`src/rtl/ipsxe_floating_point_rom_seq_ctrl.sv`:
```
// Operand-ROM stimulus sequencer for the floating-point example design: reads each ROM word, hands it to the core,
// folds every result into a rotate-XOR signature. Define IPSXE_FLT_ROM_SEQ_LOOP_EN to repeat passes until timeout/reset.
module ipsxe_floating_point_rom_seq_ctrl #(
    parameter int EXP_WIDTH = 8,
    parameter int MAN_WIDTH = 23,
    parameter int NUM_VEC   = 4,
    parameter int TO_CYCLES = 255,
    localparam int W = 1 + EXP_WIDTH + MAN_WIDTH
) (
    input  logic         clk,
    input  logic         rst_n,
    input  logic         start,
    output logic [3:0]   rom_rd_addr,
    input  logic [W-1:0] rom_dout,
    output logic [W-1:0] op_tdata,
    output logic         op_tvalid,
    input  logic         op_tready,
    input  logic [W-1:0] res_tdata,
    input  logic         res_tvalid,
    output logic         busy,
    output logic         done,
    output logic         timeout_err,
    output logic [4:0]   vec_cnt,
    output logic [W-1:0] signature,
    output logic [7:0]   loop_cnt
);

`ifdef IPSXE_FLT_ROM_SEQ_LOOP_EN
    localparam bit LOOP_EN = 1'b1;
`else
    localparam bit LOOP_EN = 1'b0;
`endif

    localparam logic [3:0]  LAST_IDX = 4'(NUM_VEC - 1);
    localparam logic [15:0] TMR_LOAD = 16'(TO_CYCLES - 1);

    typedef enum logic [2:0] {
        ST_IDLE     = 3'd0,
        ST_RD       = 3'd1,
        ST_LOAD     = 3'd2,
        ST_SEND     = 3'd3,
        ST_WAIT_RES = 3'd4,
        ST_DONE     = 3'd5
    } state_t;

    state_t      state;
    state_t      state_nxt;
    logic [3:0]  idx;
    logic [15:0] tmr;
    logic        start_acc;
    logic        hs;
    logic        res_acc;
    logic        tmo;
    logic        last_vec;

    always_ff @(posedge clk or negedge rst_n) begin
        if (!rst_n) state <= ST_IDLE;
        else        state <= state_nxt;
    end

    always_comb begin
        state_nxt = state;
        start_acc = 1'b0;
        hs        = 1'b0;
        res_acc   = 1'b0;
        tmo       = 1'b0;
        last_vec  = (idx == LAST_IDX);
        case (state)
            ST_IDLE, ST_DONE: begin
                if (start) begin
                    start_acc = 1'b1;
                    state_nxt = ST_RD;
                end
            end
            ST_RD:   state_nxt = ST_LOAD;
            ST_LOAD: state_nxt = ST_SEND;
            // A handshake or result in the terminal-count cycle takes priority over the timeout.
            ST_SEND: begin
                if (op_tvalid && op_tready) begin
                    hs        = 1'b1;
                    state_nxt = ST_WAIT_RES;
                end else if (tmr == 16'd0) begin
                    tmo       = 1'b1;
                    state_nxt = ST_DONE;
                end
            end
            ST_WAIT_RES: begin
                if (res_tvalid) begin
                    res_acc   = 1'b1;
                    state_nxt = (last_vec && !LOOP_EN) ? ST_DONE : ST_RD;
                end else if (tmr == 16'd0) begin
                    tmo       = 1'b1;
                    state_nxt = ST_DONE;
                end
            end
            default: state_nxt = ST_IDLE;
        endcase
    end

    always_ff @(posedge clk or negedge rst_n) begin
        if (!rst_n) begin
            idx         <= 4'd0;
            tmr         <= 16'd0;
            op_tdata    <= '0;
            op_tvalid   <= 1'b0;
            timeout_err <= 1'b0;
            vec_cnt     <= 5'd0;
            signature   <= '0;
            loop_cnt    <= 8'd0;
        end else begin
            if (start_acc) begin
                idx         <= 4'd0;
                vec_cnt     <= 5'd0;
                signature   <= '0;
                timeout_err <= 1'b0;
                loop_cnt    <= 8'd0;
            end
            if (state == ST_LOAD) begin
                op_tdata  <= rom_dout;
                op_tvalid <= 1'b1;
            end
            if (hs) op_tvalid <= 1'b0;
            if (tmo) begin
                op_tvalid   <= 1'b0;
                timeout_err <= 1'b1;
            end
            if (res_acc) begin
                signature <= {signature[W-2:0], signature[W-1]} ^ res_tdata;
                vec_cnt   <= vec_cnt + 5'd1;
                if (!last_vec) begin
                    idx <= idx + 4'd1;
                end else if (LOOP_EN) begin
                    idx <= 4'd0;
                    if (loop_cnt != 8'hFF) loop_cnt <= loop_cnt + 8'd1;
                end
            end
            // Down-counter reloaded on entry to SEND and WAIT_RES; zero marks the last allowed cycle.
            if (state == ST_LOAD || hs)
                tmr <= TMR_LOAD;
            else if ((state == ST_SEND || state == ST_WAIT_RES) && tmr != 16'd0)
                tmr <= tmr - 16'd1;
        end
    end

    assign rom_rd_addr = idx;
    assign busy        = (state != ST_IDLE) && (state != ST_DONE);
    assign done        = (state == ST_DONE);

endmodule

```
`config.mk`:
```
export PLATFORM = sky130hd
export DESIGN_NAME = ipsxe_floating_point_rom_seq_ctrl
export DESIGN_NICKNAME = d
export VERILOG_FILES = /design/src/rtl/ipsxe_floating_point_rom_seq_ctrl.sv
export SDC_FILE = /design/constraint.sdc
export NUM_CORES = 1
export LEC_CHECK = 0
export ABC_AREA = 1
export BUFFER_PORTS_ARGS = -buffer_cell sky130_fd_sc_hd__buf_2
export CAP_MARGIN = 10
export CORE_ASPECT_RATIO = 0.5
export CORE_UTILIZATION = 55
export DETAILED_ROUTE_END_ITERATION = 6
export PLACE_DENSITY_LB_ADDON = 0.08
export SLEW_MARGIN = 20
export SYNTH_ARGS = -nofsm -noshare
export SYNTH_HDL_FRONTEND = slang
export SYNTH_SLANG_ARGS = --single-unit
```
`constraint.sdc`:
```
create_clock -name clk -period 4 [get_ports clk]
set_clock_uncertainty 0.15 [all_clocks]
set_input_delay 0.4 -clock clk [delete_from_list [all_inputs] [get_ports clk]]
set_output_delay 0.4 -clock clk [all_outputs]
set_load 0.05 [all_outputs]
```
==> impl_metrics.toml <==
[clock_tree]
ctsRootBufferMaster = "clkbuf_16"
cts.repair.resized = 0
tritoncts = "done"
numCtsBuffers = 9
cts_htree_levels = 3
path_clk_slew_ns = 0.06
cts_buffer_depth = 2
hold_buffers = 0
cts.sinks = 94
post_cts_buffers = 0
insertion_delay_ns = 0.34

[critical_path]
reg2reg_depth = 5
rr_endpoint = "vec_cnt[2]"
crit_arrival_ns = 2.34
reg2reg_slack_ns = 1.72
crit_fanout = 38
path_class = "flop to flop"
cp.required_ns = 4.06
worstSetupEndpointType = "flop"
cp-start-kind = "flop"
r2r-start = "state[0]"

[timing]
rsz0062_at_grt = "no"
period_minus_slack_ns = 2.28
period_share_pct = 57.0
fin_tns_setup_ns = 0
timing.fmax_mhz = 439
worstMarginPinSlew_ns = 0.966
slew_violations = 0
hold_viol_final = 0
whs_ns = 0.0293
relSlewSlack_pct = 35.5
finalSetupViolCount = 0

[yosys]
postSynthCellCount = 607
synth-edff-count = 0
ys_seq_area_share_pct = 49.6
synth_ff_type = "dfrtp_1"
ys_ff_latch = 94
yosys_warnings = 0
synth.distinct_cells = 31
syn_area_sq_mm = 0.00474
avgSynthCellArea_sq_um = 7.81
async_flop_share_pct = 100

[cells_and_area]
synthToLayoutAreaGrowth_pct = 22.8
fin_nets = 820
mostFrequentLayoutCells = "207 x nand2_1, 144 x buf_2, 94 x dfrtp_1, 68 x inv_1, 61 x nor2_1"
diodes = 0
layout_commonest_cell = "nand2_1"
post_route_cells_drive_above_1_share_pct = 24.5
final_cell_area_sq_mm = 0.00582

[die]
core_sq_mm = 0.00817
num_io_pins = 154
num_rows = 23
die_area_sq_mm = 0.00902
die_w_um = 133
start_util_pct = 58.0
die_h_um = 67.7

[placed_design]
dpl.hpwl_mm = 7.31
gp_congestion = 0.814
placed_cell_area_sq_mm = 0.00551
place.port_buffers = 145

[job]
maxCapViolCount = 0

[grt]
gr-total-overflow = 0
antenna_found_initial = 0
grt_usage_pct = 23.3
grt_max_degree = 71
grt_first_pass_wirelength_mm = 16.6
grt_pass1_vias = 3621

[pwr]
ir_drop_mv = 0.505
powerDensity_mw_per_mm2 = 898
leakagePower_nw = 3.43

[route]
wl_per_cell_um = 12.1
post_drt_via_cell_ratio = 4.96
drt_iter0_markers = 282
finalWirelength_mm = 10.5
vias = 4286
dr.pass1.iters = 4
ant_nets = 0
drc = 0

[outcome]
status = "completed"

[min_path]
hp-class = "input pin to async pin"
-- power breakdown --
part | leakage, nW | internal (W) | total (W) | switching (W)
combinational | 2.05 | 0.000654 | 0.00272 | 0.00207
sequential | 1.23 | 0.00132 | 0.00162 | 0.000305
clock | 0.153 | 0.000538 | 0.000891 | 0.000353
-- Yosys cell counts, drive strengths merged (4+ instances only) --
cell      n  share of area [%]
o21ai    18                2.3
o31ai    33                5.2
inv      69                5.5
nand2   210                 17
nand3    59                6.4
nor2     67                5.8
nand4    10                1.3
clkbuf    5               0.40
dfrtp    94                 50
buf      21                2.8
ha        4                1.1
-- cells by family after synthesis --
kind of cell               Yosys count  synth area share (%)
and+or+nand+nor                    351                  31.3
buffers and inverters               95                  8.63
DFF                                 94                  49.6
AOI/OAI and AO/OA                   58                  8.65
xor gates and xnor gates             4                 0.739
adders and majority gates            4                  1.06
other                                1                0.0791
-- routing by layer --
metal / GRT usage (%) / routed length, um / vias up / part of all wire, %
met5: 0 / 0 / - / 0
met4: 6.11 / 50 / 0 / 0.48
met3: 5.78 / 531 / 6 / 5.1
met2: 38.6 / 4860 / 116 / 47
met1: 31.1 / 5010 / 1973 / 48
li1: - / - / 2191 / -
-- critical path, stage by stage (launching register included) --
cell	delay [ns]
dfrtp_1	0.46
nor2_1	0.21
nand3_2	0.50
buf_4	0.47
nand2_1	0.23
o32ai_1	0.12
-- flip-flops by register name (all words and copies together), names as in the netlist --
register     count
op_tvalid        1
vec_cnt          5
state            3
rom_rd_addr      4
timeout_err      1
op_tdata        32
tmr             16
signature       32
-- metrics by stage --
stage,total power (W),instances,setup slack [ns],utilization (%)
2_1_floorplan,0.00376,614,2.30,-
3_3_place_gp,0.00430,848,1.70,67.4
3_5_place_dp,0.00436,848,1.71,67.4
4_1_cts,0.00526,864,1.72,71.2
5_1_grt,0.00557,864,1.50,71.2
6_report,0.00523,864,1.72,71.2
-- worst max path at each step --
stage	from	end	slack, ns	depth (start not counted)
2_1_floorplan	state[0]	state[0]	2.30	7
3_3_place_gp	state[0]	vec_cnt[4]	1.70	5
3_5_place_dp	state[0]	vec_cnt[2]	1.71	5
4_1_cts	state[0]	vec_cnt[2]	1.72	5
5_1_grt	state[0]	vec_cnt[2]	1.50	5
6_report	state[0]	vec_cnt[2]	1.72	5
-- cell type report --
class | count | area [sq um]
Tap cell | 112 | 140
Timing Repair Buffer | 148 | 751
Multi-Input combinational cell | 425 | 2010
Clock inverter | 2 | 38.8
Clock buffer | 14 | 274
Fill cell | 678 | 2350
Inverter | 69 | 259
Sequential cell | 94 | 2350
Note: power is estimated with default switching activity, not from simulation.
